**src/rtl/aes_sched_pkg.sv**
```systemverilog
// Shared definitions for the AES reseed scheduler: FSM state encoding and
// the default encryption budget between two reseeds.
package aes_sched_pkg;

  typedef enum logic [1:0] {
    NOSEED = 2'd0,
    IDLE   = 2'd1,
    ENC    = 2'd2,
    RESEED = 2'd3
  } sched_state_t;

  localparam int MAX_ENC_DEFAULT = 1024;

endpackage

```
**src/rtl/aes_sched_cnt.sv**
```systemverilog
// Encryption counter: synchronous clear takes priority over increment,
// asynchronous active-low reset.
module aes_sched_cnt #(
  parameter int CW = 11
) (
  input  logic          clk,
  input  logic          rst_n,
  input  logic          clr,
  input  logic          inc,
  output logic [CW-1:0] count
);

  always_ff @(posedge clk or negedge rst_n) begin
    if (!rst_n)
      count <= '0;
    else if (clr)
      count <= '0;
    else if (inc)
      count <= count + CW'(1);
  end

endmodule

```
**src/rtl/aes_reseed_scheduler.sv**
```systemverilog
// Gates user traffic into the AES core so that at most MAX_ENC encryptions
// run per seed; reseeds on budget exhaustion or software request.
module aes_reseed_scheduler
  import aes_sched_pkg::*;
#(
  parameter int MAX_ENC = MAX_ENC_DEFAULT,
  parameter int CW      = $clog2(MAX_ENC + 1)
) (
  input  logic          clk,
  input  logic          rst_n,
  input  logic          usr_in_valid,
  output logic          usr_in_ready,
  output logic          usr_out_valid,
  input  logic          usr_out_ready,
  input  logic          ent_seed_valid,
  output logic          ent_seed_ready,
  output logic          core_in_valid,
  input  logic          core_in_ready,
  input  logic          core_out_valid,
  output logic          core_out_ready,
  output logic          core_seed_valid,
  input  logic          core_seed_ready,
  input  logic          reseed_req,
  output logic          need_seed,
  output logic [CW-1:0] enc_count
);

  sched_state_t state, state_nxt;
  logic         pending;
  logic         seed_done;
  logic         enc_start;
  logic         at_limit;

  assign at_limit = (enc_count == CW'(MAX_ENC));

  always_ff @(posedge clk or negedge rst_n) begin
    if (!rst_n)
      state <= NOSEED;
    else
      state <= state_nxt;
  end

  // A request coinciding with a seed handshake is satisfied by that seed.
  always_ff @(posedge clk or negedge rst_n) begin
    if (!rst_n)
      pending <= 1'b0;
    else if (seed_done)
      pending <= 1'b0;
    else if (reseed_req)
      pending <= 1'b1;
  end

  always_comb begin
    state_nxt       = state;
    usr_in_ready    = 1'b0;
    usr_out_valid   = 1'b0;
    ent_seed_ready  = 1'b0;
    core_in_valid   = 1'b0;
    core_out_ready  = 1'b0;
    core_seed_valid = 1'b0;
    need_seed       = 1'b0;
    seed_done       = 1'b0;
    enc_start       = 1'b0;
    case (state)
      NOSEED, RESEED: begin
        need_seed       = 1'b1;
        core_seed_valid = ent_seed_valid;
        ent_seed_ready  = core_seed_ready;
        if (ent_seed_valid && core_seed_ready) begin
          seed_done = 1'b1;
          state_nxt = IDLE;
        end
      end
      IDLE: begin
        // Reseed wins over any user input offered in the same cycle.
        if (at_limit || pending) begin
          state_nxt = RESEED;
        end else begin
          core_in_valid = usr_in_valid;
          usr_in_ready  = core_in_ready;
          if (usr_in_valid && core_in_ready) begin
            enc_start = 1'b1;
            state_nxt = ENC;
          end
        end
      end
      ENC: begin
        usr_out_valid  = core_out_valid;
        core_out_ready = usr_out_ready;
        if (core_out_valid && usr_out_ready)
          state_nxt = IDLE;
      end
      default: state_nxt = NOSEED;
    endcase
  end

  aes_sched_cnt #(
    .CW(CW)
  ) u_cnt (
    .clk  (clk),
    .rst_n(rst_n),
    .clr  (seed_done),
    .inc  (enc_start),
    .count(enc_count)
  );

endmodule

```
**config.mk**
```make
export PLATFORM = sky130hd
export DESIGN_NAME = aes_reseed_scheduler
export DESIGN_NICKNAME = d
export VERILOG_FILES = /design/src/rtl/aes_sched_pkg.sv /design/src/rtl/aes_sched_cnt.sv /design/src/rtl/aes_reseed_scheduler.sv
export SDC_FILE = /design/constraint.sdc
export NUM_CORES = 1
export LEC_CHECK = 0
export CELL_PAD_IN_SITES_DETAIL_PLACEMENT = 0
export CELL_PAD_IN_SITES_GLOBAL_PLACEMENT = 1
export CORE_MARGIN = 1
export CORE_UTILIZATION = 31
export CTS_BUF_LIST = sky130_fd_sc_hd__clkbuf_16
export DETAILED_ROUTE_END_ITERATION = 10
export GPL_TIMING_DRIVEN = 0
export PLACE_DENSITY_LB_ADDON = 0.15
export SYNTH_ARGS = -nofsm -noshare
export SYNTH_HDL_FRONTEND = slang
export SYNTH_SLANG_ARGS = --single-unit
```
**constraint.sdc**
```tcl
create_clock -name clk -period 2.5 [get_ports clk]
set_input_delay 0.625 -clock clk [delete_from_list [all_inputs] [get_ports clk]]
set_output_delay 0.625 -clock clk [all_outputs]
set_load 0.02 [all_outputs]
```
==> out/results.tsv <==
metric	value	unit
Starting Density	0.335	
type of the worst min-delay path	register to register	
die outline area	2970	um^2
GRT Total Usage	0.171	
grt ovf	0	
Syn. warnings	0	
P_leak	0.581	nW
core box area	2540	um^2
antenna cells	0	
Clock Root Buffer	clkbuf_16	
Seq/Total Area, Yosys	0.411	
fin nets	150	
nature of the critical path startpoint	register	
cell area after layout	1310	um^2
Area after DPL	1150	um^2
slowest cell on the critical path	or4_4	
largest family of logic cells by synthesized area	simple AND/OR/NAND/NOR gates	
max frequency	403	MHz
TritonRoute pass-1 iters	4	
Routed WL	2190	um
actual slew at the worst max-slew pin	0.653	ns
initial antenna violation count	0	
Hold Violations, Final	0	
Mean Syn Cell Area	8.62	um^2
Post-CTS Hold Fix Bufs	0	
I/O pin count	27	
Synth Instances	99	
via/cell ratio	5.07	
antenna-violating nets left	0	
clk_skew	0.00291	ns
number of global-route vias before repair	856	
asr flop ratio synth	1.00	
critical-path cell list	or4_4, or3_4, and3_4, buf_6	
Post-DP HPWL	1480	um
CTS tree	yes	
PortBufs	26	
DIE WIDTH	54.5	um
worst relative slew slack	0.563	
post-synthesis mux area share	0.0117	
Final TNS setup	0	ns
post-synth top area cell	dfrtp_1	
clock sink total	14	
GPL Wtd Cong	0.743	
type of the worst setup path	register to primary output	
part of the cycle the worst path needs	0.993	
PD cells	771	nW/um^2
unrepaired setup endpoints after global routing	yes	
final setup vio count	0	
worst vdd ir	0.394	mV
most common cell in the netlist	nand2_1	
Avg WL per Cell	13.2	um
Final Util	0.516	
Synth Net Count	112	
R2R Setup Slk	0.71	ns
Netlist cell types	32	
Synth top area share	0.411	
Clk Latency, worst-skew pair	0.25	ns
Clock Path Buffers	2	
largest net degree at the start of global routing	15	
#FFs+latches synth	14	
first-pass GRT wire length	3600	um
CTS clk-pin slew, worst paths	0.05	ns
Max Fanout on Critical Path	3	
Worst EP arrival	1.86	ns
simple-gate share of the synthesized area	0.345	
mapped cell area	853	um^2
Synth Area in Compound Gates	0.122	
Final Max Slew Viols	0	
Tmin final	2.48	ns
Post-route DRC	0	
outcome	finished clean	
initial drt markers	20	
Top delay family on crit path	simple AND/OR/NAND/NOR gates	
max-cap violation count	0	
TritonCTS Buffers	3	
critical path required time	1.88	ns
total number of vias	841	
Worst setup EP type	primary output	
layout cells sized above 1	0.162	
final total power	0.00101	W
top post-synthesis cells by count	nand2_1, dfrtp_1, nor2_1	
ys flop type	dfrtp_1	
DIE HEIGHT	54.5	um
Max stage delay on crit path	0.54	ns
H-Tree Depth	1	
XOR/XNOR Fraction of Synth Area	0.0308	
Synth Area in Adders	0.0587	
area growth from synthesis to layout	54.0	%
CP bufs+invs	1	
row count	18	
number of synthesized flops with an enable pin	0	
Area contributors post-synth	dfrtp_1, nand2_1, ha_1	
==> where the power goes <==
| part | switching [W] | total, W | internal (W) |
|---|---|---|---|
| Clock | 0.000100 | 0.000312 | 0.000212 |
| Sequential | 0.0000358 | 0.000295 | 0.000259 |
| Combinational | 0.000209 | 0.000406 | 0.000197 |
==> sequential cells by signal, summed over array words and instances (netlist names) <==
name / flops
state: 2
pending: 1
u_cnt.count: 11
==> repair_timing <==
action                     4_1_cts  5_1_grt
pin swaps                        1        2
buffers inserted                 7        0
cloned                           0        0
gates resized for setup         12        8
setup endpoints to repair        2        4
==> logic make-up (layout without fill, tap and decap cells) <==
kind of cell    Yosys count  count (layout)
flops                    14              14
xor+xnor                  3               3
simple gates             56              56
fa+ha+maj                 4               4
mux                       1               1
buf+inv                   5              42
compound gates           16              16
==> cell type report <==
class / count / area, um^2
Buffer: 1 / 3.75
Clock inverter: 1 / 3.75
Fill cell: 240 / 1230
Sequential cell: 14 / 352
Inverter: 4 / 15.0
Multi-Input combinational cell: 80 / 507
Timing Repair Buffer: 33 / 320
Clock buffer: 3 / 75.1
Tap cell: 30 / 37.5
==> per-stage QoR <==
step / std cells / hold slack (ns) / worst slack [ns]
floorplan: 99 / 0.329 / 0.227
global placement: 155 / 0.510 / -0.223
detailed placement: 155 / 0.515 / -0.225
CTS: 166 / 0.525 / 0.00159
global route: 166 / 0.560 / -0.0263
finish: 166 / 0.524 / 0.0187
==> layout by cell type (no fill, tap or decap), drive strengths merged <==
master          n
a21o            1
a21oi           4
a22o            1
and2            4
and3            3
and4b           1
buf             9
clkbuf          4
clkdlybuf4s50  22
clkinv          1
dfrtp          14
dlymetal6s2s    2
ha              4
inv             4
mux2i           1
nand2          22
nand3           1
nand3b          1
nand4           2
nand4b          1
nor2           10
nor2b           1
nor3            2
nor4            2
o21ai           5
o22a            1
o311ai          1
o31a            1
o31ai           1
o41ai           1
or2             1
or3             2
or4             3
xnor2           1
xor2            2
==> per-layer routing <==
layer | vias up | track usage | share of wire
li1 | 428 | - | -
met1 | 387 | 0.197 | 0.46
met2 | 21 | 0.303 | 0.48
met3 | 5 | 0.0278 | 0.040
met4 | 0 | 0.0855 | 0.020
met5 | - | 0 | 0
==> path summary, 6_finish.rpt <==
path | startpoint | end | cells after the start
min in group asynchronous | rst_n | u_cnt.count[8] | 1
hold reg to reg | state[1] | state[1] | 1
max in group asynchronous | rst_n | u_cnt.count[2] | 1
setup reg to reg | u_cnt.count[7] | state[1] | 5
hold / removal | state[1] | state[1] | 1
setup / recovery | u_cnt.count[7] | usr_in_ready | 4
Power figures use the tool's default switching activity.
